### src/rtl/alu_pkg.sv
// Shared definitions for the execute-stage ALU: opcodes, PSR flag bit
// positions, the control FSM states and the iterative datapath modes.
package alu_pkg;

  localparam logic [3:0] OP_ADD  = 4'd0;
  localparam logic [3:0] OP_ADDU = 4'd1;
  localparam logic [3:0] OP_ADDC = 4'd2;
  localparam logic [3:0] OP_SUB  = 4'd3;
  localparam logic [3:0] OP_CMP  = 4'd4;
  localparam logic [3:0] OP_AND  = 4'd5;
  localparam logic [3:0] OP_OR   = 4'd6;
  localparam logic [3:0] OP_XOR  = 4'd7;
  localparam logic [3:0] OP_MOV  = 4'd8;
  localparam logic [3:0] OP_LSH  = 4'd9;
  localparam logic [3:0] OP_ASHU = 4'd10;
  localparam logic [3:0] OP_MUL  = 4'd11;
  localparam logic [3:0] OP_LUI  = 4'd12;

  // PSR layout {C,Z,L,F,N}
  localparam int FLAG_C = 4;
  localparam int FLAG_Z = 3;
  localparam int FLAG_L = 2;
  localparam int FLAG_F = 1;
  localparam int FLAG_N = 0;

  typedef enum logic [1:0] {ST_IDLE, ST_EXEC, ST_SHIFT, ST_MUL} state_e;

  typedef enum logic [1:0] {IT_LSL, IT_LSR, IT_ASR, IT_MUL} it_mode_e;

endpackage

### src/rtl/alu_iterative_unit.sv
// Shared shift / multiply datapath. One step per clock while the iteration
// counter is non-zero.
//   load     : capture mode, operands and step count
//   mode     : IT_LSL/IT_LSR/IT_ASR shift a by one bit per step;
//              IT_MUL shift-add of a*b, one multiplier bit per step
//   amount   : number of steps
//   result   : accumulator (shifted value or low WIDTH product bits)
//   finished : counter is zero, result is final
module alu_iterative_unit
  import alu_pkg::*;
#(
  parameter int WIDTH = 16,
  parameter int CW    = 5
) (
  input  logic             clock,
  input  logic             reset,
  input  logic             load,
  input  it_mode_e         mode,
  input  logic [WIDTH-1:0] a,
  input  logic [WIDTH-1:0] b,
  input  logic [CW-1:0]    amount,
  output logic [WIDTH-1:0] result,
  output logic             finished
);

  logic [WIDTH-1:0] acc_q, mcand_q, mplier_q;
  logic [CW-1:0]    cnt_q;
  it_mode_e         mode_q;

  always_ff @(posedge clock) begin
    if (reset) begin
      acc_q    <= '0;
      mcand_q  <= '0;
      mplier_q <= '0;
      cnt_q    <= '0;
      mode_q   <= IT_LSL;
    end else if (load) begin
      mode_q <= mode;
      cnt_q  <= amount;
      if (mode == IT_MUL) begin
        acc_q    <= '0;
        mcand_q  <= a;
        mplier_q <= b;
      end else begin
        acc_q    <= a;
        mcand_q  <= '0;
        mplier_q <= '0;
      end
    end else if (cnt_q != '0) begin
      cnt_q <= cnt_q - CW'(1);
      case (mode_q)
        IT_LSL: acc_q <= {acc_q[WIDTH-2:0], 1'b0};
        IT_LSR: acc_q <= {1'b0, acc_q[WIDTH-1:1]};
        IT_ASR: acc_q <= {acc_q[WIDTH-1], acc_q[WIDTH-1:1]};
        default: begin
          // Product bits above WIDTH are never needed, so the multiplicand
          // is simply shifted left and allowed to fall off the top.
          if (mplier_q[0]) acc_q <= acc_q + mcand_q;
          mcand_q  <= {mcand_q[WIDTH-2:0], 1'b0};
          mplier_q <= {1'b0, mplier_q[WIDTH-1:1]};
        end
      endcase
    end
  end

  assign result   = acc_q;
  assign finished = (cnt_q == '0);

endmodule

### src/rtl/alu_flag_unit.sv
// Execute-stage ALU with PSR flag merge.
//   clock, reset       : rising-edge clock, synchronous active-high reset
//   start, op, a, b    : op request, captured when idle
//   psr_in             : current {C,Z,L,F,N}, captured with start
//   busy               : iterative op (shift/MUL) in progress
//   done               : one-cycle completion pulse
//   result, result_we  : register-file data / write strobe
//   flags_out, flags_we: next PSR value / PSR enable
module alu_flag_unit
  import alu_pkg::*;
#(
  parameter int WIDTH = 16
) (
  input  logic             clock,
  input  logic             reset,
  input  logic             start,
  input  logic [3:0]       op,
  input  logic [WIDTH-1:0] a,
  input  logic [WIDTH-1:0] b,
  input  logic [4:0]       psr_in,
  output logic             busy,
  output logic             done,
  output logic [WIDTH-1:0] result,
  output logic             result_we,
  output logic [4:0]       flags_out,
  output logic             flags_we
);

  localparam int MSB = WIDTH - 1;
  // Counter must hold both WIDTH (MUL) and 16 (shift by -16).
  localparam int CW  = ($clog2(WIDTH + 1) > 5) ? $clog2(WIDTH + 1) : 5;

  state_e           state_q, state_d;
  logic [3:0]       op_q;
  logic [WIDTH-1:0] a_q, b_q;
  logic [4:0]       psr_q;

  // ---------------- single-cycle ALU on latched operands ----------------
  logic [WIDTH:0]   sum, dif;
  logic             cin;
  logic [WIDTH-1:0] alu_res;
  logic [4:0]       alu_flg;
  logic             alu_rwe, alu_fwe;

  always_comb begin
    alu_res = a_q;
    alu_flg = psr_q;
    alu_rwe = 1'b1;
    alu_fwe = 1'b0;
    cin     = (op_q == OP_ADDC) ? psr_q[FLAG_C] : 1'b0;
    sum     = {1'b0, a_q} + {1'b0, b_q} + {{WIDTH{1'b0}}, cin};
    dif     = {1'b0, a_q} - {1'b0, b_q};
    case (op_q)
      OP_ADD, OP_ADDU, OP_ADDC: begin
        alu_res         = sum[MSB:0];
        alu_fwe         = 1'b1;
        alu_flg[FLAG_C] = sum[WIDTH];
        alu_flg[FLAG_F] = (a_q[MSB] == b_q[MSB]) && (sum[MSB] != a_q[MSB]);
      end
      OP_SUB: begin
        alu_res         = dif[MSB:0];
        alu_fwe         = 1'b1;
        alu_flg[FLAG_C] = dif[WIDTH];  // borrow out == (a <u b)
        alu_flg[FLAG_F] = (a_q[MSB] != b_q[MSB]) && (dif[MSB] != a_q[MSB]);
      end
      OP_CMP: begin
        alu_rwe         = 1'b0;
        alu_fwe         = 1'b1;
        alu_flg[FLAG_Z] = (a_q == b_q);
        alu_flg[FLAG_L] = (a_q < b_q);
        alu_flg[FLAG_N] = ($signed(a_q) < $signed(b_q));
      end
      OP_AND:  alu_res = a_q & b_q;
      OP_OR:   alu_res = a_q | b_q;
      OP_XOR:  alu_res = a_q ^ b_q;
      OP_MOV:  alu_res = b_q;
      OP_LUI:  alu_res = WIDTH'({b_q[7:0], a_q[7:0]});
      OP_LSH, OP_ASHU: alu_res = a_q;  // only reaches here with s == 0
      default: alu_rwe = 1'b0;         // NOP
    endcase
  end

  // ---------------- iterative datapath ----------------
  logic [4:0]       s_in, s_abs;
  logic             it_load, it_fin;
  it_mode_e         it_mode;
  logic [CW-1:0]    it_amt;
  logic [WIDTH-1:0] it_res;

  assign s_in  = b[4:0];
  assign s_abs = s_in[4] ? (5'd0 - s_in) : s_in;  // -16 maps to 5'd16

  alu_iterative_unit #(.WIDTH(WIDTH), .CW(CW)) u_iter (
    .clock   (clock),
    .reset   (reset),
    .load    (it_load),
    .mode    (it_mode),
    .a       (a),
    .b       (b),
    .amount  (it_amt),
    .result  (it_res),
    .finished(it_fin)
  );

  // ---------------- control FSM ----------------
  logic             fin_d, res_we_d, flg_we_d, busy_d;
  logic [WIDTH-1:0] res_d;
  logic [4:0]       flg_d;

  always_comb begin
    state_d  = state_q;
    it_load  = 1'b0;
    it_mode  = IT_LSL;
    it_amt   = '0;
    fin_d    = 1'b0;
    res_we_d = 1'b0;
    flg_we_d = 1'b0;
    res_d    = alu_res;
    flg_d    = alu_flg;
    case (state_q)
      ST_IDLE: if (start) begin
        if (op == OP_MUL) begin
          state_d = ST_MUL;
          it_load = 1'b1;
          it_mode = IT_MUL;
          it_amt  = CW'(WIDTH);
        end else if ((op == OP_LSH || op == OP_ASHU) && s_in != 5'd0) begin
          state_d = ST_SHIFT;
          it_load = 1'b1;
          it_mode = !s_in[4] ? IT_LSL : (op == OP_LSH) ? IT_LSR : IT_ASR;
          it_amt  = CW'(s_abs);
        end else begin
          state_d = ST_EXEC;
        end
      end
      ST_EXEC: begin
        state_d  = ST_IDLE;
        fin_d    = 1'b1;
        res_we_d = alu_rwe;
        flg_we_d = alu_fwe;
      end
      default: if (it_fin) begin  // ST_SHIFT, ST_MUL
        state_d  = ST_IDLE;
        fin_d    = 1'b1;
        res_we_d = 1'b1;
        res_d    = it_res;
      end
    endcase
    // busy trails the state by one edge so the accept cycle itself and the
    // done cycle both show busy low.
    busy_d = (state_q == ST_SHIFT || state_q == ST_MUL) &&
             (state_d == ST_SHIFT || state_d == ST_MUL);
  end

  always_ff @(posedge clock) begin
    if (reset) begin
      state_q   <= ST_IDLE;
      busy      <= 1'b0;
      done      <= 1'b0;
      result_we <= 1'b0;
      flags_we  <= 1'b0;
      result    <= '0;
      flags_out <= '0;
      op_q      <= '0;
      a_q       <= '0;
      b_q       <= '0;
      psr_q     <= '0;
    end else begin
      state_q   <= state_d;
      busy      <= busy_d;
      done      <= fin_d;
      result_we <= res_we_d;
      flags_we  <= flg_we_d;
      if (res_we_d) result <= res_d;
      if (fin_d) flags_out <= flg_d;
      if (state_q == ST_IDLE && start) begin
        op_q  <= op;
        a_q   <= a;
        b_q   <= b;
        psr_q <= psr_in;
      end
    end
  end

endmodule

### config.mk
export PLATFORM = sky130hd
export DESIGN_NAME = alu_flag_unit
export DESIGN_NICKNAME = d
export VERILOG_FILES = /design/src/rtl/alu_pkg.sv /design/src/rtl/alu_iterative_unit.sv /design/src/rtl/alu_flag_unit.sv
export SDC_FILE = /design/constraint.sdc
export NUM_CORES = 1
export LEC_CHECK = 0
export ABC_AREA = 1
export CORE_ASPECT_RATIO = 1.25
export CORE_MARGIN = 8
export CORE_UTILIZATION = 55
export CTS_CLUSTER_DIAMETER = 40
export CTS_CLUSTER_SIZE = 20
export DETAILED_ROUTE_END_ITERATION = 16
export PLACE_DENSITY = 0.86
export SYNTH_ARGS = -nofsm -noshare
export SYNTH_HDL_FRONTEND = slang
export SYNTH_SLANG_ARGS = --single-unit
### constraint.sdc
create_clock -name clock -period 3.1 [get_ports clock]
set_clock_uncertainty 0.15 [all_clocks]
set_input_delay 0.62 -clock clock [delete_from_list [all_inputs] [get_ports clock]]
set_output_delay 0.62 -clock clock [all_outputs]
set_load 0.01 [all_outputs]
; Yosys cells after proc, flatten, opt, wreduce, memory -nomap -nowiden
; Index checks and enable logic that the tools add are counted.
; W data, S select, Z words.
[totals]
ff_bits = 123
input_bits = 44
word_cells = 132
[classes]
addsub = 6
order_cmp = 2
n_eq_ne = 29
mux = 48
bitwise_logic = 4
reduce_logical = 26
[op_table]
columns = operator, n
row1 = $mux W16, 14
row2 = $pmux W16 S7, 1
row3 = $pmux W16 S3, 1
row4 = $mux W5, 7
row5 = $lt A16 B16 Y1, 2
row6 = $eq A4 B4 Y1 const B, 7
row7 = $mux W2, 11
row8 = $add A16 B16 Y17, 1
row9 = $add A17 B1 Y17, 1
row10 = $sub A16 B16 Y17, 1
row11 = $add A16 B16 Y16, 1
row12 = $and A16 B16 Y16, 1
row13 = $eq A16 B16 Y1, 1
row14 = $eq A4 B3 Y1 const B, 4
row15 = $or A16 B16 Y16, 1
row16 = $xor A16 B16 Y16, 1
row17 = $reduce_bool A5 Y1, 3
row18 = $eq A2 B2 Y1 const B, 6
row19 = $reduce_or A11 Y1, 1
row20 = $mux W1, 9
row21 = $eq A4 B2 Y1 const B, 2
row22 = $pmux W1 S2, 4
row23 = $reduce_or A3 Y1, 2
row24 = $logic_and A1 B1 Y1, 5
row25 = other kinds (20), 28

; Longest topological paths before layout
; Gate-level depths: netlist (run 1).
[logic_depth]
ltp_word = 10
mapped_depth = 17
depth_no_buf = 17

; Cells and area by module
; A second synthesis (run 1) with hierarchy kept.
[hier_totals]
cells_unflattened = 1426
hier_area_um2 = 9364.0
[by_module_without_submodules]
columns = module, instances, cells_each, area_each_um2, seq_area_each_um2
row1 = alu_flag_unit, 1, 896, 5679.2, 1361.3
row2 = alu_iterative_unit, 1, 530, 3684.8, 1101.1

; Worst setup path before layout (run 1)
; Ideal clock, no wire load.
[synth_path]
path_type = register -> register
from = reg op_q[3]
to = reg result[1]
t_arrival_ps = 1960
setup_slack_ps = 858
path_stages_with_launch = 12
path_buffers = 0
path_cell_list = dfxtp_1 nor2_2 nand3_1 fa_1 inv_1 fa_1 nand2_1 nand3_1 nor3_1 o211ai_1 nand2_1 a21oi_1
[synth_between]
elab_chain_len = 6
elab_cells_between_ends = 20
[synth_lines]
columns = element, line_no
row1 = from (decl), alu_flag_unit.sv:34  ; logic [3:0] op_q;
row2 = from (signal assigned), alu_flag_unit.sv:177  ; op_q <= op;
row3 = $eq A4 B2 Y1, "alu_flag_unit.sv:50, alu_flag_unit.sv:53"
row4 = $mux W1, alu_flag_unit.sv:50  ; cin = (op_q == OP_ADDC) ? psr_q[FLAG_C] : 1'b0;
row5 = $add A17 B1 Y17, alu_flag_unit.sv:51  ; sum = {1'b0, a_q} + {1'b0, b_q} + {{WIDTH{1'b0}}, cin};
row6 = $pmux W16 S7, alu_flag_unit.sv:53  ; case (op_q)
row7 = $mux W16, alu_flag_unit.sv:142  ; default: if (it_fin) begin
row8 = $mux W16, alu_flag_unit.sv:120  ; case (state_q)
row9 = to (signal assigned), alu_flag_unit.sv:174  ; if (res_we_d) result <= res_d;
row10 = to (decl), alu_flag_unit.sv:23  ; output logic [WIDTH-1:0] result,
; Parallel ways exist; a longest one is shown, timed or not.
; A chain may end at the register's enable or synchronous reset.

; Worst setup path in the final report (run 1)
[layout_path]
from = reg op_q[1]
to = reg result[12]
; The elaborated chain is that of the path after synthesis.

==> summary.md, run 1 <==
| Metric | Value |
|---|---|
| Root buffer cell | clkbuf_16 |
| Grt met2 use | 49.78% |
| Unrepaired setup endpoints after global routing | no |
| Comb pwr share | 37.6% |
| Reg clk slew, reported paths | 0.06 ns |
| Initial Utilization | a little under three fifths |
| Grt met1 use | between 30% and 40% |
| Commonest cells after routing, fill and taps aside | nand2_1, inv_1, a21oi_1 |
| Crit. End Element | flip-flop |
| Slew @ Worst Pin | around 0.65 ns |
| Worst EP required | ~3.2 ns |
| Sw Ratio | 40.78% |
| Inserted Clock Buffers | 17 |
| Clock power frac | 30.4% |
| Die width | 133.5 µm |
| Site Rows | 53 |
| Die area | ~22000 µm² |
| Crit path max fanout | 4 |
| Synth cell types | 51 |
| Syn Nets | about 1600 |
| Finished Layout Cells | 1805 |
| Slew HR | 56.86% |
| Finished Core Util | 64.81% |
| Hold Vio Cnt, Final | 0 |
| Worst path most repeated cell | nand3_1 |
| Sink Count | approximately 120 |
| Fin crit share | 90.55% |
| Most used routing layer | met2 |
| DR iter-0 viols | 995 |
| Tmin final | 2.807 ns |
| Syn avg cell area | 6.256 µm² |
| Slew Viols, Final | 0 |
| Setup TNS | 0 ns |
| Hold Crit Class | reg2reg |
| FILL cells | around 1600 |
| Antenna violations before repair | 0 |
| Pint | around 3.8 mW |
| Post-CTS setup buffer count | 0 |
| TritonCTS clock tree | built |
| Met3 Resource Use GR | under 10% |
| WL final | approximately 33 mm |
| IO Pins | 69 |
| Top delay family on crit path | simple AND/OR/NAND/NOR gates |
| Final nets | 1690 |
| Total number of vias | about 11000 |
| Die height | 162.9 µm |
| Post-synthesis cell count | 1517 |
| Cell taking the most area after synthesis | dfxtp_1 |
| Core area | 16840 µm² |
| Synth top area cells | dfxtp_1, nand2_1, ha_1 |
| F_max | 0.3563 GHz |
| CP max-delay cell | fa_1 |
| Crit path launch type | flip-flop |
| Area grow syn2layout | 15.03% |
| Synth Warn # | 0 |
| Flop pwr share | roughly a third |
| Post-synthesis register bit count | 123 |
| First-pass GRT wire length | 51.72 mm |
| WS Path Type | reg2reg |
| Power density cells | 589.3 nW/µm² |
| Seq/Total Area, Yosys | 25.95% |
| Max IR drop VDD | 0.0004214 V |
| Critical-path cell list | inv_1 > nor2_1 > nand3_2 > fa_1 > inv_1 > fa_1 > nand3_1 > nand3_1 > nand3_1 > nand3_1 > nand2_1 > nand3_1 > nand3_1 > nand2_1 > a21oi_1 |
| Inserted Diodes | 0 |
| Clock buffer depth | 2 |
| Yosys top cell area share | between 20% and 30% |
| H-tree Lvls | 4 |
| Global placement routability congestion | just over 1 |
| Max cap viols | 0 |
| Finish-stage setup viols | 0 |
| Min Hold Slack | 0.3021 ns |
| Status | complete, no violations |
| Skew-Pair Late Insertion Delay | 0.43 ns |
| Hpwl dp | 24.56 mm |
| Hold buffer count at cts | 0 |
| Leakage Power | 4.966 nW |
| Vias per inst | 5.911 |
| Placed Cells | 1773 |
| Vias in the first global route | between 10000 and 15000 |
| IO buf count | 68 |
| Commonest non-fill, non-tap cell in the layout | nand2_1 |
| GRT overflow | 0 |
| Sw power | 2.624 mW |
| GRT Total Usage | 29.57% |
| Arrival @ worst endpoint | 2.95 ns |
| Slowest cell delay on critical path | roughly 0.43 ns |
| Remaining DRCs | 0 |
| Layout cells sized above 1 | 6.498% |
| Wirelength per Cell | 18.02 µm |
| Buffers and inverters on the worst path | 2 |
| Drt first pass iters | 6 |
| Netlist Area Pre-Place | 9490 µm² |
| Largest net degree at the start of global routing | 62 |
| Post-route antenna net violation count | 0 |
-- layout make-up --
| type | count | area, µm² | share of cell area (%) |
|---|---|---|---|
| well taps | 220 | 275.3 | 2.521 |
| clock inverters | 14 | 138.9 | 1.272 |
| multi-input cells | 1128 | 5942 | 54.43 |
| repair buffers | 95 | 878.3 | 8.046 |
| clock buffers | 18 | 439.2 | 4.023 |
| flip-flops and latches | 123 | 2462 | 22.56 |
| inverters | 207 | 780.7 | 7.152 |
-- power groups by stage --
| stage | logic (mW) | clock network [mW] | registers [mW] |
|---|---|---|---|
| 6_report | 2.42 | 1.96 | 2.06 |
| 5_1_grt | 2.69 | 2.01 | 2.08 |
| 4_1_cts | 2.36 | 1.94 | 2.04 |
| 3_5_place_dp | 2.32 | 0 | 2.07 |
| 3_3_place_gp | 2.27 | 0 | 2.07 |
| 2_1_floorplan | 1.73 | 0 | 2.01 |
-- stage by stage --
stage                     power (mW)  worst slack (ns)  area (µm²)
after detailed placement       4.392            0.1591       10330
after CTS                      6.342            0.2882       10910
final                          6.433            0.2930       10920
after floorplan                3.737            0.8578        9490
after global placement         4.331            0.2210       10330
after global routing           6.779           0.05765       10920
-- registers in the layout, indices dropped and copies added, names as in the netlist --
register	flops
a_q	16
b_q	16
busy	1
done	1
flags_out	5
flags_we	1
op_q	4
psr_q	5
result	16
result_we	1
state_q	2
u_iter.cnt_q	5
u_iter.mcand_q	16
u_iter.mode_q	2
u_iter.mplier_q	16
u_iter.result	16
-- worst paths after layout --
path,slack (ns),from,cells past startpoint,to
min,0.30,flags_out[0],2,flags_out[0]
min reg2reg,0.30,flags_out[0],2,flags_out[0]
max,0.29,op_q[1],15,result[12]
max reg2reg,0.29,op_q[1],15,result[12]
-- worst min-delay path, cell delays in order (launching register included) --
cell,delay [ns]
dfxtp_1,0.31
nand2_1,0.06
nand2_1,0.04
-- cells by family (layout without fill, tap and decap cells) --
family                     after synthesis  in the layout  synth area share (%)
and+or+nand+nor                        693            693                 31.09
AOI/OAI and AO/OA                      354            354                 20.75
buffers and inverters                  266            334                 11.50
DFF                                    123            123                 25.95
adders and majority gates               74             74                 10.07
xor gates and xnor gates                 7              7                0.6460
-- synthesized netlist by cell type, drive strengths merged --
library cell / count
inv: 205
a22oi: 3
a221oi: 4
nor3b: 1
nand3b: 3
a21boi: 1
a22o: 2
clkinv: 2
ha: 70
fa: 4
nand2: 398
a31oi: 8
nand4: 10
buf: 35
o21ai: 124
nor2: 138
o2111ai: 3
nor3: 22
and2: 3
dfxtp: 123
a21oi: 148
o21bai: 3
o211ai: 15
or2: 4
o31ai: 3
xnor2: 1
a211oi: 10
clkbuf: 24
o221ai: 5
o22ai: 22
nand3: 114
xor2: 6
a21o: 2
a32oi: 1
-- what timing repair did --
action / CTS / global route
gates resized for setup: 0 / 1
endpoints found under the setup margin: 0 / 2
hold endpoints to repair: 0 / 0
-- layer usage --
metal  share of wire (%)  up-vias  wire [µm]
met3                 7.6      129       2486
li1                    -     5092          -
met1                  39     4902      12580
met2                  48      546      15460
met4                 6.1        0       1994
met5                   0        -          0
Note: power is estimated with default switching activity, not from simulation.
==> run 2, diff against run 1 <==
--- a/config.mk
+++ b/config.mk
@@ -13,6 +13,7 @@
 export CTS_CLUSTER_SIZE = 20
 export DETAILED_ROUTE_END_ITERATION = 16
 export PLACE_DENSITY = 0.86
+export RECOVER_POWER = 100
 export SYNTH_ARGS = -nofsm -noshare
 export SYNTH_HDL_FRONTEND = slang
 export SYNTH_SLANG_ARGS = --single-unit
==> summary.md, run 2 (synthesized netlist as in run 1, its figures left out) <==
| Metric | Value |
|---|---|
| Setup crit start | start (was op_q[1]) |
| Worst r2r dst | flags_out[4] (was result[12]) |
| Worst Reg-to-Reg Cells | 11 (was 15) |
| Placed inst area | 10330 µm² (unchanged) |
| Die height | 162.9 µm (unchanged) |
| Site Rows | 53 (unchanged) |
| Skew-Pair Late Insertion Delay | 0.42 ns (was 0.43 ns) |
| Remaining DRCs | 0 (unchanged) |
| R2r startpoint | u_iter.cnt_q[0] (was op_q[1]) |
| DR iter-0 viols | 1114 (was 995) |
| Status | complete, no violations (unchanged) |
| Register area | 2462 µm² (unchanged) |
| Worst EP required | 3.26 ns (was 3.24 ns) |
| Reg clk slew, reported paths | 0.06 ns (about the same) |
| Reg2reg setup slack | 0.21 ns (was 0.29 ns) |
| Power density cells | 585.8 nW/µm² (was 589.3 nW/µm²) |
| Critical path endpoint | u_iter.mplier_q[7] (was result[12]) |
| Fin crit share | 94.13% (was 90.55%) |
| Die width | 133.5 µm (unchanged) |
| Root buffer cell | clkbuf_16 (unchanged) |
| Slew Viols, Final | 0 (unchanged) |
| Vias in the first global route | 10282 (unchanged) |
| IO Pins | 69 (unchanged) |
| TritonCTS clock tree | built (unchanged) |
| Commonest cells after routing, fill and taps aside | nand2_1, inv_1, a21oi_1 (unchanged) |
| WS Path Type | in2reg (was reg2reg) |
| Commonest non-fill, non-tap cell in the layout | nand2_1 (unchanged) |
| Met3 Resource Use GR | 5.617% (unchanged) |
| Vias per inst | 5.910 (was 5.911) |
| Layout cells sized above 1 | 6.309% (was 6.498%) |
| GRT overflow | 0 (unchanged) |
| Most used routing layer | met2 (unchanged) |
| Hold Vio Cnt, Final | 0 (unchanged) |
| Hold buffer count at cts | 0 (unchanged) |
| Core area | 16840 µm² (unchanged) |
| IO buf count | 68 (unchanged) |
| Drt first pass iters | 5 (was 6) |
| Post-layout instance area | 10900 µm² (was 10920 µm²) |
| Die area | 21740 µm² (unchanged) |
| Max IR drop VDD | 0.0004165 V (was 0.0004214 V) |
| Inserted Clock Buffers | 17 (unchanged) |
| Crit path max fanout | 18 (was 4) |
| GRT Total Usage | 29.57% (unchanged) |
| Finish-stage setup viols | 0 (unchanged) |
| Post-route antenna net violation count | 0 (unchanged) |
| Inserted Diodes | 0 (unchanged) |
| Wirelength per Cell | 17.93 µm (was 18.02 µm) |
| Sink Count | 123 (unchanged) |
| Clock buffer depth | 2 (unchanged) |
| Leakage Power | 5.037 nW (was 4.966 nW) |
| Grt met1 use | 33.60% (unchanged) |
| Slew HR | 37.59% (was 56.86%) |
| Grt met2 use | 49.78% (unchanged) |
| Crit path launch type | primary input (was flip-flop) |
| First-pass GRT wire length | 51.72 mm (unchanged) |
| Setup TNS | 0 ns (unchanged) |
| Arrival @ worst endpoint | 3.08 ns (was 2.95 ns) |
| Antenna violations before repair | 1 (was 0) |
| H-tree Lvls | 4 (unchanged) |
| F_max | 0.3427 GHz (was 0.3563 GHz) |
| Hpwl dp | 24.56 mm (unchanged) |
| Total number of vias | 10667 (was 10669) |
| Hold Crit Class | reg2reg (unchanged) |
| Initial Utilization | 56.34% (unchanged) |
| Unrepaired setup endpoints after global routing | no (unchanged) |
| Final nets | 1690 (unchanged) |
| Crit. End Element | flip-flop (unchanged) |
| Slew @ Worst Pin | 0.9362 ns (was 0.6455 ns) |
| WL final | 32.37 mm (was 32.52 mm) |
| Max cap viols | 0 (unchanged) |
| Global placement routability congestion | 1.031 (unchanged) |
| Area grow syn2layout | 14.86% (was 15.03%) |
| Largest net degree at the start of global routing | 62 (unchanged) |
| Multi-input gate area | 5937 µm² (was 5942 µm²) |
| FILL cells | 1570 (was 1565) |
| Tmin final | 2.918 ns (was 2.807 ns) |
| Min Hold Slack | 0.2993 ns (was 0.3021 ns) |
## run 2: cell types whose count changed in the layout (fill, tap and decap cells not counted), sizes merged
cell           change
dlygate4sd3       +25
buf                -4
clkbuf             +4
clkdlybuf4s50     -25
## run 2: critical path: stages
cell and delay, ns:
clkdlybuf4s50_1 0.51, nand2_2 0.08, clkinv_2 0.08, clkbuf_1 0.65, nand2_4 0.27, clkbuf_2 0.35, nand2_1 0.12, o21ai_0 0.07
o21ai_0 0.22, a21oi_1 0.07
## run 2: how the worst min path moves through the flow
stage / startpoint / to / slack [ns] / cells after the start
6_report: flags_out[0] / flags_out[0] / 0.30 / 2
5_1_grt: flags_out[1] / flags_out[1] / 0.33 / 2
4_1_cts: flags_out[0] / flags_out[0] / 0.31 / 2
3_5_place_dp: flags_out[0] / flags_out[0] / 0.30 / 2
3_3_place_gp: u_iter.mplier_q[7] / u_iter.mplier_q[7] / 0.29 / 2
2_1_floorplan: psr_q[0] / psr_q[0] / 0.28 / 2
## run 2: stage by stage
stage / cells / utilization [%] / setup WS (ns) / total power, mW
after detailed placement: 1773 / 61.35 / 0.1591 / 4.392
after floorplan: 1517 / - / 0.8578 / 3.737
after global placement: 1773 / 61.35 / 0.2210 / 4.331
after global routing: 1805 / 64.72 / 0.04102 / 6.752
final: 1805 / 64.72 / 0.1820 / 6.386
after CTS: 1805 / 64.78 / 0.2882 / 6.342
## run 2: final cells by class
cell class	count	share of cell area, %
clock buffers	18	4.029
repair buffers	95	7.955
well taps	220	2.525
clock inverters	14	1.274
multi-input cells	1128	54.46
flip-flops and latches	123	22.59
inverters	207	7.163
## run 2: what timing repair did
action                     in CTS  in global routing
setup buffers                   0                  0
setup endpoints to repair       0                  2
gates resized for setup         0                  1
## run 2: layer usage
metal	vias to the layer above	part of all wire (%)
li1	5098	-
met1	4877	38
met2	558	47
met3	134	8.2
met4	0	6.2
met5	-	0
## run 2: report_power, final
group | switching [mW] | leakage (nW) | internal [mW] | total (mW)
logic | 1.55 | 3.76 | 0.839 | 2.39
registers | 0.244 | 1.01 | 1.81 | 2.06
clock network | 0.800 | 0.269 | 1.14 | 1.94
==> run 3, diff against run 2 <==
--- a/config.mk
+++ b/config.mk
@@ -14,6 +14,7 @@
 export DETAILED_ROUTE_END_ITERATION = 16
 export PLACE_DENSITY = 0.86
 export RECOVER_POWER = 100
+export SLEW_MARGIN = 10
 export SYNTH_ARGS = -nofsm -noshare
 export SYNTH_HDL_FRONTEND = slang
 export SYNTH_SLANG_ARGS = --single-unit
==> results of run 3 <==
No change in the layout: final DEF, timing and power equal those of run 2.
